[config.mk]
export PLATFORM = sky130hd
export DESIGN_NAME = hazard_control_unit
export DESIGN_NICKNAME = d
export VERILOG_FILES = /design/src/rtl/riscv_pipe_pkg.sv /design/src/rtl/sat_counter.sv /design/src/rtl/hazard_control_unit.sv
export SDC_FILE = /design/constraint.sdc
export NUM_CORES = 1
export LEC_CHECK = 0
export ABC_AREA = 1
export BUFFER_PORTS_ARGS = -buffer_cell sky130_fd_sc_hd__buf_2
export CAP_MARGIN = 40
export CORE_MARGIN = 3
export CORE_UTILIZATION = 50
export CTS_BUF_LIST = sky130_fd_sc_hd__clkbuf_2 sky130_fd_sc_hd__clkbuf_4 sky130_fd_sc_hd__clkbuf_8
export DETAILED_ROUTE_END_ITERATION = 10
export GPL_TIMING_DRIVEN = 0
export PLACE_DENSITY = 0.77
export SLEW_MARGIN = 25
export SYNTH_ARGS = -nofsm -noshare
export SYNTH_HDL_FRONTEND = slang
export SYNTH_HIERARCHICAL = 1
export SYNTH_SLANG_ARGS = --single-unit
[constraint.sdc]
create_clock -name clock -period 2.2 [get_ports clock]
set_clock_uncertainty 0.2 [all_clocks]
set_input_delay 0.44 -clock clock [delete_from_list [all_inputs] [get_ports clock]]
set_output_delay 0.44 -clock clock [all_outputs]
set_load 0.02 [all_outputs]
[src/rtl/riscv_pipe_pkg.sv]
// Shared pipeline definitions: hazard-unit state encoding, register-index width
// and the instruction word used to fill flushed pipeline slots.
package riscv_pipe_pkg;

  localparam int unsigned REG_ADDR_W = 5;

  // addi x0, x0, 0
  localparam logic [31:0] NOP_INSN = 32'h0000_0013;

  typedef enum logic [1:0] {
    RUN,
    LU_BUBBLE,
    FLUSH,
    MEM_WAIT
  } hz_state_t;

endpackage

[src/rtl/sat_counter.sv]
// Saturating up-counter: counts qualifying cycles, holds at all-ones.
module sat_counter #(
  parameter int unsigned CNT_W = 16
) (
  input  logic             clock,
  input  logic             reset,
  input  logic             inc,
  output logic [CNT_W-1:0] count
);

  // Increment on request until the all-ones value is reached, then hold.
  always_ff @(posedge clock or posedge reset) begin
    if (reset) begin
      count <= '0;
    end else if (inc && (count != '1)) begin
      count <= count + CNT_W'(1);
    end
  end

endmodule

[src/rtl/hazard_control_unit.sv]
// Pipeline hazard controller: generates STALL/DUMP controls for the
// Fetch/Decode and Decode/Execute registers from load-use, taken-branch and
// data-memory-wait conditions, and keeps saturating stall/flush counters.
module hazard_control_unit #(
  parameter int unsigned REG_ADDR_W   = riscv_pipe_pkg::REG_ADDR_W,
  parameter int unsigned FLUSH_CYCLES = 2,
  parameter int unsigned CNT_W        = 16
) (
  input  logic                  clock,
  input  logic                  reset,
  input  logic [REG_ADDR_W-1:0] rs1_Decode,
  input  logic [REG_ADDR_W-1:0] rs2_Decode,
  input  logic                  use_rs1,
  input  logic                  use_rs2,
  input  logic [REG_ADDR_W-1:0] rd_Execute,
  input  logic                  mem_read_Execute,
  input  logic                  branch_taken,
  input  logic                  mem_busy,
  output logic                  STALL_Fetch,
  output logic                  STALL_Decode,
  output logic                  DUMP_Fetch_Decode,
  output logic                  DUMP_Decode_Execute,
  output logic                  pc_write_en,
  output logic                  pc_redirect,
  output logic [CNT_W-1:0]      stall_count,
  output logic [CNT_W-1:0]      flush_count
);

  import riscv_pipe_pkg::*;

  localparam int unsigned FCNT_W = (FLUSH_CYCLES > 1) ? $clog2(FLUSH_CYCLES) : 1;
  localparam logic [FCNT_W-1:0] FCNT_LOAD = FCNT_W'(FLUSH_CYCLES - 1);

  hz_state_t         state, state_next;
  hz_state_t         saved, saved_next;
  logic [FCNT_W-1:0] fcnt, fcnt_next;
  logic              load_use;
  logic              branch_event;

  assign load_use = mem_read_Execute && (rd_Execute != '0) &&
                    ((use_rs1 && (rs1_Decode == rd_Execute)) ||
                     (use_rs2 && (rs2_Decode == rd_Execute)));

  // State, saved return state and remaining flush cycles.
  always_ff @(posedge clock or posedge reset) begin
    if (reset) begin
      state <= RUN;
      saved <= RUN;
      fcnt  <= '0;
    end else begin
      state <= state_next;
      saved <= saved_next;
      fcnt  <= fcnt_next;
    end
  end

  // Next state and 0-latency controls; reset forces both pipeline registers to NOP.
  always_comb begin
    state_next          = state;
    saved_next          = saved;
    fcnt_next           = fcnt;
    STALL_Fetch         = 1'b0;
    STALL_Decode        = 1'b0;
    DUMP_Fetch_Decode   = 1'b0;
    DUMP_Decode_Execute = 1'b0;
    pc_redirect         = 1'b0;
    branch_event        = 1'b0;

    case (state)
      RUN: begin
        if (mem_busy) begin
          STALL_Fetch  = 1'b1;
          STALL_Decode = 1'b1;
          saved_next   = RUN;
          state_next   = MEM_WAIT;
        end else if (branch_taken) begin
          DUMP_Fetch_Decode   = 1'b1;
          DUMP_Decode_Execute = 1'b1;
          pc_redirect         = 1'b1;
          branch_event        = 1'b1;
          if (FLUSH_CYCLES > 1) begin
            fcnt_next  = FCNT_LOAD;
            state_next = FLUSH;
          end
        end else if (load_use) begin
          STALL_Fetch         = 1'b1;
          DUMP_Decode_Execute = 1'b1;
          state_next          = LU_BUBBLE;
        end
      end

      LU_BUBBLE: begin
        if (mem_busy) begin
          STALL_Fetch  = 1'b1;
          STALL_Decode = 1'b1;
          saved_next   = LU_BUBBLE;
          state_next   = MEM_WAIT;
        end else begin
          state_next = RUN;
        end
      end

      FLUSH: begin
        if (mem_busy) begin
          STALL_Fetch  = 1'b1;
          STALL_Decode = 1'b1;
          saved_next   = FLUSH;
          state_next   = MEM_WAIT;
        end else begin
          DUMP_Fetch_Decode = 1'b1;
          fcnt_next         = fcnt - FCNT_W'(1);
          if (fcnt == FCNT_W'(1)) begin
            state_next = RUN;
          end
        end
      end

      MEM_WAIT: begin
        STALL_Fetch  = 1'b1;
        STALL_Decode = 1'b1;
        if (!mem_busy) begin
          state_next = saved;
        end
      end

      default: state_next = RUN;
    endcase

    if (reset) begin
      STALL_Fetch         = 1'b0;
      STALL_Decode        = 1'b0;
      DUMP_Fetch_Decode   = 1'b1;
      DUMP_Decode_Execute = 1'b1;
      pc_redirect         = 1'b0;
      branch_event        = 1'b0;
    end
  end

  assign pc_write_en = ~STALL_Fetch & ~reset;

  sat_counter #(.CNT_W(CNT_W)) u_stall_count (
    .clock (clock),
    .reset (reset),
    .inc   (STALL_Fetch),
    .count (stall_count)
  );

  sat_counter #(.CNT_W(CNT_W)) u_flush_count (
    .clock (clock),
    .reset (reset),
    .inc   (branch_event),
    .count (flush_count)
  );

endmodule

; Word level (Yosys, flattened, before mapping)
; Cells that the tools add are included.
[word_totals]
register_bits = 37
input_bits = 22
output_inout_bits = 38
elab_cells = 78
[op_classes]
addsub = 3
n_eq_ne = 16
n_mux = 35
bitwise_logic = 3
n_reduce_logical = 16
[op_table]
columns = operator, count
row1 = adder 16 x 1 -> 16 bit (second input constant), 2
row2 = inequality test 16 bit (second input constant), 2
row3 = two-way mux 2 bit, 10
row4 = two-way mux 1 bit, 19
row5 = inequality test 2 bit (second input constant), 7
row6 = equality test 5 bit, 2
row7 = case mux 2 bit (4 select lines), 1
row8 = AND reduction 4 bit, 2
row9 = logical AND 1 bit, 6
row10 = case mux 1 bit (2 select lines), 3
row11 = case mux 2 bit (3 select lines), 1
row12 = nonzero test 5 bit, 1
row13 = equality test 2 bit (second input constant), 2
row14 = inequality test 4 bit (second input constant), 1
row15 = inequality test 3 bit (second input constant), 1
row16 = case mux 1 bit (3 select lines), 1
row17 = AND reduction 3 bit, 1
row18 = nonzero test 3 bit, 1
row19 = OR reduction 3 bit, 1
row20 = equality test 2 x 1 -> 1 bit (second input constant), 1
row21 = zero test 2 bit, 1
row22 = NOT 1 bit, 2
row23 = nonzero test 2 bit, 1
row24 = OR reduction 2 bit, 1
row25 = 3 further kinds, 3

; Longest topological paths before layout
; Gate-level depths: netlist of the first run.
[logic_depth]
depth_word = 11
mapped_depth = 16
ltp_nobuf = 16

; Hierarchy
; Netlist of the first run, hierarchy kept.
[modules_own_cells]
columns = module, n_inst, cells_each, area_per_inst_um2, seq_area_each_um2
row1 = sat_counter at u_flush_count, 1, 150, 1069.8, 400.4
row2 = sat_counter at u_stall_count, 1, 150, 1038.5, 400.4
row3 = hazard_control_unit, 1, 114, 641.9, 125.1

; Least setup slack after synthesis of the first run
; OpenSTA, ideal clock, no wires.
[synth_timing]
path_type = reg-to-reg
from = register state[0]
to = register u_stall_count.count[13]
setup_ps = 113
arrival_time_ps = 2305
t_required_ps = 1887
path_slack_ps = -418
path_stages_with_launch = 15
n_path_buf = 0
period_less_slack_ps = 2618
cell_sequence = dfrtp_1 inv_1 ha_1 inv_2 nor2_2 nand2_1 o21ai_1 nor3_1 inv_1 nor2_1 nand2_1 nor2_1 nand3_1 nand2_1 inv_1
[synth_between]
elab_chain_len = 5
word_cells_on_any_way = 8
cone_classes = 3 x eq/ne / 2 x mux / 3 x reduce/logical
[synth_rtl]
columns = element, line_no
row1 = from (decl), hazard_control_unit.sv:34  ; hz_state_t state, state_next;
row2 = from (signal assigned), hazard_control_unit.sv:51  ; state <= state_next;
row3 = equality test 2 bit / equality test 2 x 1 -> 1 bit (equally long branches), hazard_control_unit.sv:69  ; case (state)
row4 = OR reduction 2 bit (no line), -
row5 = case mux 1 bit (3 select lines) (*), hazard_control_unit.sv:69
row6 = two-way mux 1 bit (*), hazard_control_unit.sv:129  ; if (reset) begin
row7 = via STALL_Fetch, hazard_control_unit.sv:19  ; output logic STALL_Fetch,
row8 = logical AND 1 bit (*), sat_counter.sv:15  ; end else if (inc && (count != '1)) begin
row9 = to (signal assigned), sat_counter.sv:16  ; count <= count + CNT_W'(1);
row10 = to (decl), sat_counter.sv:8  ; output logic [CNT_W-1:0] count
; Mark *: on every way through the listed nets, which the timed path passes. The rest lies on a longest branch.
; A chain may end at the register's enable or synchronous reset.

; Worst setup path in the final report of the first run
[layout_timing]
from = register state[0]
to = output port STALL_Fetch
[layout_between]
elab_chain_len = 4
word_cells_on_any_way = 7
cone_classes = 3 x eq/ne / 2 x mux / 2 x reduce/logical
[layout_rtl]
columns = element, line_no
row1 = equality test 2 bit / equality test 2 x 1 -> 1 bit (equally long branches), hazard_control_unit.sv:69
row2 = OR reduction 2 bit (no line), -
row3 = case mux 1 bit (3 select lines) (*), hazard_control_unit.sv:69
row4 = two-way mux 1 bit (*), hazard_control_unit.sv:129
row5 = to (decl), hazard_control_unit.sv:19
; Mark *: on every way between the ends. The rest lies on a longest branch, timed or not.

==> out/qor.csv, run 1 <==
stage,metric,value,unit
run_status,status,"complete, but fails checks",
run_status,failing checks,setup timing,
synthesis,Synth Area in Compound Gates,0.0860,
power_and_ir_drop,PD cells,998,mW/mm2
global_routing,first-pass GRT wire length,11500,um
finish,Finished Layout Cells,565,
timing,fmax,446,MHz
setup_path,R2R setup slack,0.03,ns
timing,Least-Margin Pin Slew,0.639,ns
synthesis,number of flops mapped to enable cells by yosys,0,
cts,clk buf depth,2,
placed_design,GPL Wtd Cong,0.853,
synthesis,area share of the largest cell type after synthesis,0.337,
floorplan,Initial Util,0.528,
power_and_ir_drop,VDD IR max,0.000647,V
floorplan,Core ar.,0.00520,mm2
timing,Fin. Hold Viols,0,
timing,Setup TNS Final,-0.0624,ns
placed_design,Port Buffers,59,
finish,area grow syn2layout,24.8,%
cts,CTS tree,done,
floorplan,die area,0.00643,mm2
timing,Slew HR,0.573,
cts,Clock Latency Late Sink,0.29,ns
setup_path,crit path kind,reg2out,
synthesis,asr flop ratio synth,1.00,
synthesis,largest family of logic cells by synthesized area,simple AND/OR/NAND/NOR gates,
synthesis,largest cells by area after synthesis,"dfrtp_1, nand2_1, inv_1",
synthesis,post-synthesis mux area share,0,
global_routing,gr ovfl total,0,
global_routing,GRT Total Usage,0.224,
synthesis,xor/xnor share of the synthesized area,0.0255,
placed_design,DP Cell Count,543,
global_routing,vias in the first global route,2617,
timing,RSZ-0062 raised after global routing,yes,
cts,CTS root buf,clkbuf_8,
floorplan,Die Wd,80.2,um
placed_design,dpl cell area,0.00315,mm2
synthesis,Synth warnings,6,
synthesis,number of synthesized register bits,37,
routing,DR vias/cell,5.03,
routing,Avg WL per Cell,11.9,um
synthesis,main flop type after synthesis,dfrtp_1,
placed_design,pre-CTS setup slack,-0.190,ns
floorplan,chip height,80.2,um
global_routing,grt met1 use,0.280,
routing,Post-DRT Antenna Nets,0,
timing,worst hold slack,0.0887,ns
placed_design,post-DP HPWL,4970,um
power_and_ir_drop,Pleak,1.72,nW
hold_path,Hold Crit Class,in2async,
routing,total number of vias,2840,
synthesis,sequential area share after synthesis,0.337,
finish,ant diodes,0,
finish,ratio of cells with drive above 1 in the final layout,0.295,
synthesis,leading area contributor after synthesis,dfrtp_1,
global_routing,grt met2 use,0.390,
run,max-capacitance violation count,0,
setup_path,CP startpoint kind,flip-flop,
synthesis,"Distinct cells, synth",25,
cts,TritonCTS Buffers,5,
cts,clock slew at reported path FFs,0.07,ns
finish,Fillers,466,
cts,# clock sinks,37,
timing,fin. max-slew vios,0,
setup_path,Worst Setup End Kind,output port,
global_routing,initial antenna violation count,0,
timing,Final Cycle Share,1.02,
finish,"commonest cells after routing, fill and taps aside","nand2_1, buf_2, nor2_1, inv_1, dfrtp_1",
floorplan,number of I/O pins,60,
finish,nets,524,
synthesis,Adder-Cell Fraction of Synth Area,0.0318,
global_routing,Top Usage Layer GRT,met2,
power_and_ir_drop,Design Power,3.43,mW
routing,Detailed Routing Iterations Pass 1,4,
setup_path,WP data required,1.56,ns
setup_path,Crit Path Max Fanout,2,
synthesis,syn_nets,443,
routing,DRT Wirelength,6730,um
floorplan,Rows,26,
finish,"most common cell after layout, fill and taps aside",nand2_1,
routing,initial drt markers,155,
routing,DRC Markers,0,
synthesis,Syn Area/Cell,6.64,um2
cts,H-tree Lvls,2,
timing,minimum clock period,2.24,ns
timing,final setup margin,-0.0426,ns
global_routing,largest net degree at the start of global routing,17,
synthesis,simple-gate share of the synthesized area,0.435,
global_routing,grt met3 use,0.0359,
synthesis,Synth Cell Area,0.00275,mm2
setup_path,Worst Path Arrival,1.60,ns
timing,"Setup violations, final",2,
finish,"Design Area, Final",0.00343,mm2
finish,final cell utilization of the core,0.660,
synthesis,Syn Inst Count,414,
logic make-up (layout without fill, tap and decap cells):
logic type,after synthesis,after routing
fa+ha+maj,7,7
flops,37,37
simple gates,269,269
compound gates,37,37
xor+xnor,8,8
buf+inv,56,137
critical path: stages, from the launching register on:
cell	delay, ns
dfrtp_1	0.37
inv_2	0.06
ha_4	0.27
nand2_4	0.05
nand2_4	0.07
o21ai_2	0.07
buf_6	0.13
nor3_4	0.14
buf_6	0.14
synthesized netlist by cell type, types with 6 or more instances:
cell / instances
a21oi_1: 7
dfrtp_1: 37
ha_1: 7
inv_1: 46
inv_2: 8
nand2_1: 153
nand2_2: 13
nand3_1: 23
nand4_1: 11
nor2_1: 46
nor2_2: 9
nor2_4: 6
o21ai_0: 7
o21ai_1: 8
o21ai_2: 12
flip-flops by register name, indices dropped and copies added, names as in the netlist:
name / flops
u_flush_count/count: 16
fcnt: 1
state: 2
saved: 2
u_stall_count/count: 16
final cells by class:
type	count	area, um2	area share
buffer	2	30.0	0.00875
clock buffer	6	82.6	0.0241
clock inverter	1	7.51	0.00219
inverter	54	205	0.0598
multi-input combinational	321	1660	0.484
sequential	37	926	0.270
tap	70	87.6	0.0255
timing repair buffer	74	434	0.126
routing by layer:
metal,vias up,share of wire
met5,-,0
met4,0,0.016
met3,10,0.043
met2,72,0.49
met1,1307,0.45
li1,1451,-
power by group:
group	internal [mW]	switching (mW)
logic	0.763	1.06
clock network	0.248	0.249
registers	0.868	0.238
worst paths after layout:
| path | from | end | cells after the start |
|---|---|---|---|
| setup reg to reg | state[0] | u_stall_count/count[13] | 15 |
| hold / removal | reset | u_flush_count/count[12] | 2 |
| max in group asynchronous | reset | state[0] | 3 |
| hold reg to reg | saved[1] | saved[1] | 2 |
| min in group clock | saved[1] | saved[1] | 2 |
| setup / recovery | state[0] | STALL_Fetch | 8 |
what timing repair did:
action                                 CTS  global route
pin swaps                                5             2
resized for setup                       18             6
setup buffers                            7             7
endpoints found under the hold margin    5             0
setup endpoints to repair               21            23
hold buffers                             1             0
Power figures use the tool's default switching activity.
==> inputs of run 2 (changes only) <==
--- a/config.mk
+++ b/config.mk
@@ -10,10 +10,9 @@
 export CAP_MARGIN = 40
 export CORE_MARGIN = 3
 export CORE_UTILIZATION = 50
-export CTS_BUF_LIST = sky130_fd_sc_hd__clkbuf_2 sky130_fd_sc_hd__clkbuf_4 sky130_fd_sc_hd__clkbuf_8
 export DETAILED_ROUTE_END_ITERATION = 10
 export GPL_TIMING_DRIVEN = 0
-export PLACE_DENSITY = 0.77
+export PLACE_DENSITY = 0.74
 export SLEW_MARGIN = 25
 export SYNTH_ARGS = -nofsm -noshare
 export SYNTH_HDL_FRONTEND = slang
==> constraint.sdc (replaced) <==
create_clock -name clock -period 2.8 [get_ports clock]
set_clock_uncertainty 0.2 [all_clocks]
set_input_delay 0.56 -clock clock [delete_from_list [all_inputs] [get_ports clock]]
set_output_delay 0.56 -clock clock [all_outputs]
set_load 0.02 [all_outputs]
==> out/qor.csv, run 2 (synthesized netlist as in run 1, its figures left out) <==
stage,metric,value,unit,change
run_status,status,"complete, no violations",,
timing,RSZ-0062 raised after global routing,no,,
global_routing,first-pass GRT wire length,10600,um,-7.7%
placed_design,Port Buffers,59,,unchanged
floorplan,number of I/O pins,60,,unchanged
cts,clock slew at reported path FFs,0.07,ns,about the same
floorplan,die area,0.00643,mm2,unchanged
routing,Top Layer Used,met4,,
cts,CTS tree,done,,
setup_path,CP startpoint kind,flip-flop,,
finish,"Design Area, Final",0.00323,mm2,-6.0%
timing,Setup TNS Final,0,ns,+0.0624 ns
routing,DR WL met3,234,um,-19%
global_routing,GRT Total Usage,0.206,,-0.0175
routing,DR vias/cell,4.93,,-1.8%
finish,"most common cell after layout, fill and taps aside",nand2_1,,
floorplan,Initial Util,0.528,,unchanged
setup_path,Crit Path Max Fanout,5,,+3
floorplan,Rows,26,,unchanged
routing,initial drt markers,108,,-30%
timing,minimum clock period,2.58,ns,
setup_path,WP data required,2.04,ns,+0.48 ns
cts,CTS Hold Buffers Added,0,,-1
finish,"commonest cells after routing, fill and taps aside","nand2_1, buf_2, inv_1, nor2_1, dfrtp_1",,
hold_path,Hold Crit Class,in2async,,
global_routing,largest net degree at the start of global routing,17,,unchanged
routing,total number of vias,2724,,-4.1%
finish,final cell utilization of the core,0.620,,-0.0394
placed_design,GPL Wtd Cong,0.835,,-2.0%
placed_design,dpl cell area,0.00313,mm2,-0.44%
setup_path,crit path kind,reg2out,,
timing,fin. max-slew vios,0,,unchanged
finish,Fillers,519,,+11%
finish,ratio of cells with drive above 1 in the final layout,0.249,,-0.0460
routing,DRT Wirelength,6080,um,-9.6%
global_routing,vias in the first global route,2409,,-7.9%
routing,Met2 Wirelength,2990,um,-9.2%
routing,DRT met1 WL,2830,um,-7.1%
timing,Final Cycle Share,0.922,,
timing,fmax,387,MHz,
power_and_ir_drop,Design Power,2.37,mW,-31%
power_and_ir_drop,VDD IR max,0.000427,V,-34%
cts,Clock Latency Late Sink,0.28,ns,about the same
routing,Detailed Routing Iterations Pass 1,4,,unchanged
routing,Post-DRT Antenna Nets,0,,unchanged
placed_design,post-DP HPWL,4790,um,-3.5%
global_routing,initial antenna violation count,0,,unchanged
cts,clk buf depth,2,,unchanged
finish,area grow syn2layout,17.4,%,
floorplan,Core ar.,0.00520,mm2,unchanged
cts,# clock sinks,37,,unchanged
global_routing,gr ovfl total,0,,unchanged
setup_path,Worst Setup End Kind,output port,,
timing,Least-Margin Pin Slew,0.640,ns,+0.000315 ns
timing,Fin. Hold Viols,0,,unchanged
cts,H-tree Lvls,2,,unchanged
routing,DRC Markers,0,,unchanged
setup_path,Worst Path Arrival,1.82,ns,+0.22 ns
power_and_ir_drop,Pleak,1.63,nW,-4.9%
timing,"Setup violations, final",0,,-2
timing,Slew HR,0.573,,about the same
finish,top flop regs,"u_flush_count/count (16), u_stall_count/count (16)",,
floorplan,chip height,80.2,um,unchanged
run,max-capacitance violation count,0,,unchanged
cts,TritonCTS Buffers,5,,unchanged
routing,Avg WL per Cell,11.0,um,-7.5%
cts,CTS root buf,clkbuf_8,,
finish,nets,510,,-2.7%
power_and_ir_drop,PD cells,733,mW/mm2,-27%
finish,ant diodes,0,,unchanged
floorplan,Die Wd,80.2,um,unchanged
run 2: changes by cell type in the layout (fill, tap and decap cells not counted), moves of 2 or more:
cell / delta
nor2_1: +2
nand2_4: -2
buf_6: -3
clkinv_2: +2
inv_1: +3
nand2_1: +3
inv_2: -2
buf_4: -15
buf_2: +5
run 2: final timing paths:
path                            startpoint                      to  slack [ns]  depth (start not counted)
min in group clock                saved[1]                saved[1]        0.33                          2
worst min register to register    saved[1]                saved[1]        0.33                          2
max in group asynchronous            reset  u_stall_count/count[4]        1.77                          2
worst max register to register    state[0]  u_stall_count/count[3]        0.45                         12
worst min-delay path                 reset                state[0]        0.06                          2
worst max-delay path              state[0]             pc_write_en        0.22                          9
run 2: worst max-delay path, cell delays in order, from the launching register on:
cell     delay (ns)
dfrtp_1        0.43
inv_1          0.10
ha_1           0.20
inv_2          0.07
nor2_2         0.11
nand2_1        0.12
o21ai_1        0.18
a21oi_1        0.07
nor2_1         0.08
buf_2          0.16
run 2: layer usage:
layer	vias to the layer above	track usage
li1	1435	-
met4	0	0.0456
met3	2	0.0392
met2	51	0.352
met5	-	0
met1	1236	0.271
run 2: area by class of cell:
class	instances	area (um2)	area share
Multi-Input combinational cell	321	1600	0.495
Sequential cell	37	926	0.287
Timing Repair Buffer	60	303	0.0938
Inverter	54	203	0.0628
Tap cell	70	87.6	0.0271
Clock buffer	6	72.6	0.0225
Buffer	2	30.0	0.00930
Clock inverter	2	10.0	0.00310
run 2: per-stage QoR:
stage               hold WS (ns)  cells  setup WS (ns)
finish                    0.0555    552          0.219
global route              0.0841    552         0.0302
CTS                       0.0592    551         0.0840
detailed placement         0.304    543          0.154
global placement           0.292    543          0.190
floorplan                  0.155    414          0.175
run 2: where the power goes:
group          total [mW]  switching, mW  internal, mW
logic                1.13          0.723         0.412
registers           0.875          0.192         0.682
clock network       0.357          0.185         0.173
total                2.37           1.10          1.27
run 2: timing repair:
action / 4_1_cts / 5_1_grt
endpoints found under the setup margin: 1 / 1
gates resized for setup: 1 / 0
endpoints found under the hold margin: 0 / 0
pin swaps: 0 / 1
buffers inserted: 0 / 1
==> inputs of run 3 (changes only) <==
--- a/config.mk
+++ b/config.mk
@@ -12,9 +12,8 @@
 export CORE_UTILIZATION = 50
 export DETAILED_ROUTE_END_ITERATION = 10
 export GPL_TIMING_DRIVEN = 0
-export PLACE_DENSITY = 0.74
-export SLEW_MARGIN = 25
+export PLACE_DENSITY = 0.75
+export SLEW_MARGIN = 20
 export SYNTH_ARGS = -nofsm -noshare
 export SYNTH_HDL_FRONTEND = slang
-export SYNTH_HIERARCHICAL = 1
 export SYNTH_SLANG_ARGS = --single-unit
==> out/qor.csv, run 3 <==
stage,metric,value,unit,change
cts,CTS tree,done,,
global_routing,GRT Total Usage,0.198,,-0.00806
timing,Fin. Hold Viols,0,,unchanged
cts,CTS root buf,clkbuf_8,,
placed_design,dpl cell area,0.00288,mm2,-8.0%
finish,ratio of cells with drive above 1 in the final layout,0.228,,-0.0207
routing,initial drt markers,134,,+24%
cts,CTS Hold Buffers Added,0,,unchanged
run_status,status,"complete, no violations",,
floorplan,Initial Util,0.543,,+0.0144
placed_design,post-DP HPWL,4270,um,-11%
global_routing,vias in the first global route,2184,,-9.3%
finish,area grow syn2layout,21.2,%,
synthesis,most frequent cells after synthesis,"nand2_1, dfrtp_1, inv_1",,
global_routing,largest net degree at the start of global routing,32,,+15
placed_design,Port Buffers,59,,unchanged
placed_design,DP Cell Count,457,,-16%
timing,fin. max-slew vios,0,,unchanged
synthesis,Synth warnings,0,,-6
hold_path,Hold Path Stages,2,,
setup_path,Worst Path Arrival,1.89,ns,+0.07 ns
synthesis,Syn Area/Cell,7.46,um2,+12%
timing,Slew HR,0.720,,+0.147
run,max-capacitance violation count,0,,unchanged
finish,Finished Layout Cells,468,,-15%
synthesis,area share of the largest cell type after synthesis,0.374,,+0.0371
floorplan,Core ar.,0.00456,mm2,-12%
synthesis,sequential area share after synthesis,0.374,,+0.0371
finish,Fillers,427,,-18%
placed_design,pre-CTS setup slack,0.0378,ns,-0.116 ns
synthesis,leading area contributor after synthesis,dfrtp_1,,
synthesis,"Distinct cells, synth",30,,+20%
setup_path,CP startpoint kind,flip-flop,,
finish,"Design Area, Final",0.00300,mm2,-7.0%
finish,ant diodes,0,,unchanged
setup_path,crit path kind,reg2out,,
timing,minimum clock period,2.65,ns,+0.0640 ns
setup_path,Worst Setup End Kind,output port,,
synthesis,number of synthesized register bits,37,,unchanged
timing,Final Cycle Share,0.945,,+0.0229
finish,top flop regs,"u_flush_count.count (16), u_stall_count.count (16)",,
synthesis,Synth Cell Area,0.00248,mm2,-9.9%
global_routing,first-pass GRT wire length,9730,um,-8.3%
floorplan,chip height,76.4,um,-4.7%
routing,Post-DRT Antenna Nets,0,,unchanged
hold_path,Hold Crit Class,reg2reg,,
finish,nets,431,,-15%
routing,Avg WL per Cell,11.9,um,+7.8%
synthesis,asr flop ratio synth,1.00,,unchanged
synthesis,main flop type after synthesis,dfrtp_1,,
setup_path,Crit Path Max Fanout,10,,+5
synthesis,syn_nets,361,,-19%
cts,clk buf depth,2,,unchanged
routing,total number of vias,2318,,-15%
timing,RSZ-0062 raised after global routing,no,,
timing,Least-Margin Pin Slew,0.420,ns,-0.220 ns
routing,DRT Wirelength,5560,um,-8.6%
global_routing,gr ovfl total,0,,unchanged
finish,final cell utilization of the core,0.658,,+0.0374
setup_path,WP data required,2.04,ns,about the same
synthesis,number of flops mapped to enable cells by yosys,0,,unchanged
routing,DRC Markers,0,,unchanged
cts,Clock Latency Late Sink,0.29,ns,about the same
routing,DR vias/cell,4.95,,+0.37%
global_routing,initial antenna violation count,0,,unchanged
finish,"most common cell after layout, fill and taps aside",nand2_1,,
cts,# clock sinks,37,,unchanged
floorplan,number of I/O pins,60,,unchanged
synthesis,Syn Inst Count,332,,-20%
timing,Setup TNS Final,0,ns,unchanged
floorplan,Die Wd,76.4,um,-4.7%
timing,"Setup violations, final",0,,unchanged
power_and_ir_drop,VDD IR max,0.000425,V,-0.44%
timing,final setup margin,0.155,ns,-0.0640 ns
cts,clock slew at reported path FFs,0.06,ns,about the same
placed_design,GPL Wtd Cong,0.847,,+1.4%
setup_path,Worst Reg-to-Reg Cells,9,,-3
cts,TritonCTS Buffers,5,,unchanged
synthesis,most frequent cell after synthesis,nand2_1,,
timing,fmax,378,MHz,-2.4%
power_and_ir_drop,Pleak,1.65,nW,+0.88%
floorplan,die area,0.00584,mm2,-9.2%
cts,H-tree Lvls,2,,unchanged
synthesis,largest cells by area after synthesis,"dfrtp_1, nand2_1, nand4_1",,
power_and_ir_drop,PD cells,664,mW/mm2,-9.4%
routing,Detailed Routing Iterations Pass 1,4,,unchanged
finish,"commonest cells after routing, fill and taps aside","nand2_1, buf_2, dfrtp_1, inv_1, nor2_1",,
floorplan,Rows,24,,-7.7%
run 3: cell types whose count changed in the layout (fill, tap and decap cells not counted), sizes merged, moves of 5 or more:
cell / before / now
buf: 62 / 67
inv: 54 / 41
nand2: 168 / 111
nand3: 23 / 16
nand4: 11 / 24
nor2: 61 / 31
nor3: 2 / 8
o21ai: 27 / 7
xnor2: 4 / 13
xor2: 4 / 16
run 3: metal layers:
metal  part of all wire  up-vias  global-route usage
li1                   -     1208                   -
met4              0.013        0              0.0489
met5                  0        -                   0
met1               0.45     1051               0.259
met2               0.50       50               0.343
met3              0.043        9              0.0319
run 3: path summary, 6_finish.rpt:
check,start,endpoint,slack (ns)
max in group asynchronous,reset,state[0],1.28
worst min register to register,saved[1],saved[1],0.31
worst max-delay path,state[1],STALL_Fetch,0.15
worst min-delay path,saved[1],saved[1],0.31
min in group asynchronous,reset,u_stall_count.count[13],0.63
worst max register to register,u_stall_count.count[0],u_stall_count.count[3],0.74
run 3: logic make-up (layout without fill, tap and decap cells):
group,after synthesis,in the layout,synth area share
flops,37,37,0.374
buf+inv,46,117,0.0768
xor+xnor,29,29,0.103
simple gates,195,195,0.368
compound gates,18,18,0.0439
fa+ha+maj,7,7,0.0354
run 3: final cells by class:
type	instances	area, um2	share of cell area
Buffer	5	47.5	0.0158
Clock buffer	8	80.1	0.0267
Inverter	41	154	0.0513
Multi-Input combinational cell	249	1380	0.458
Sequential cell	37	926	0.308
Tap cell	65	81.3	0.0271
Timing Repair Buffer	63	338	0.113
run 3: critical path, stage by stage, from the launching register on:
cell	delay, ns
dfrtp_1	0.36
inv_1	0.08
ha_2	0.21
nand2_2	0.10
inv_2	0.07
nand2_4	0.09
nand2_2	0.09
a21oi_4	0.14
buf_6	0.17
inv_1	0.04
nor2_1	0.07
buf_2	0.16
run 3: where the power goes:
group	internal, mW	switching (mW)	total (mW)	leakage [nW]
clock network	0.177	0.183	0.360	0.0395
registers	0.623	0.0819	0.705	0.495
logic	0.355	0.574	0.929	1.11
total	1.16	0.839	1.99	1.65
run 3: stage by stage:
stage	total power, mW	hold slack, ns
floorplan	1.33	0.278
global route	2.16	0.349
CTS	1.98	0.319
global placement	1.55	0.304
finish	1.99	0.314
detailed placement	1.56	0.304
run 3: timing repair:
| item | in CTS | in global routing |
|---|---|---|
| hold endpoints to repair | 0 | 0 |
| pin swaps | 0 | 0 |
| buffers inserted | 3 | 0 |
| gates resized for setup | 1 | 4 |
| gates cloned | 0 | 0 |
| setup endpoints to repair | 2 | 2 |
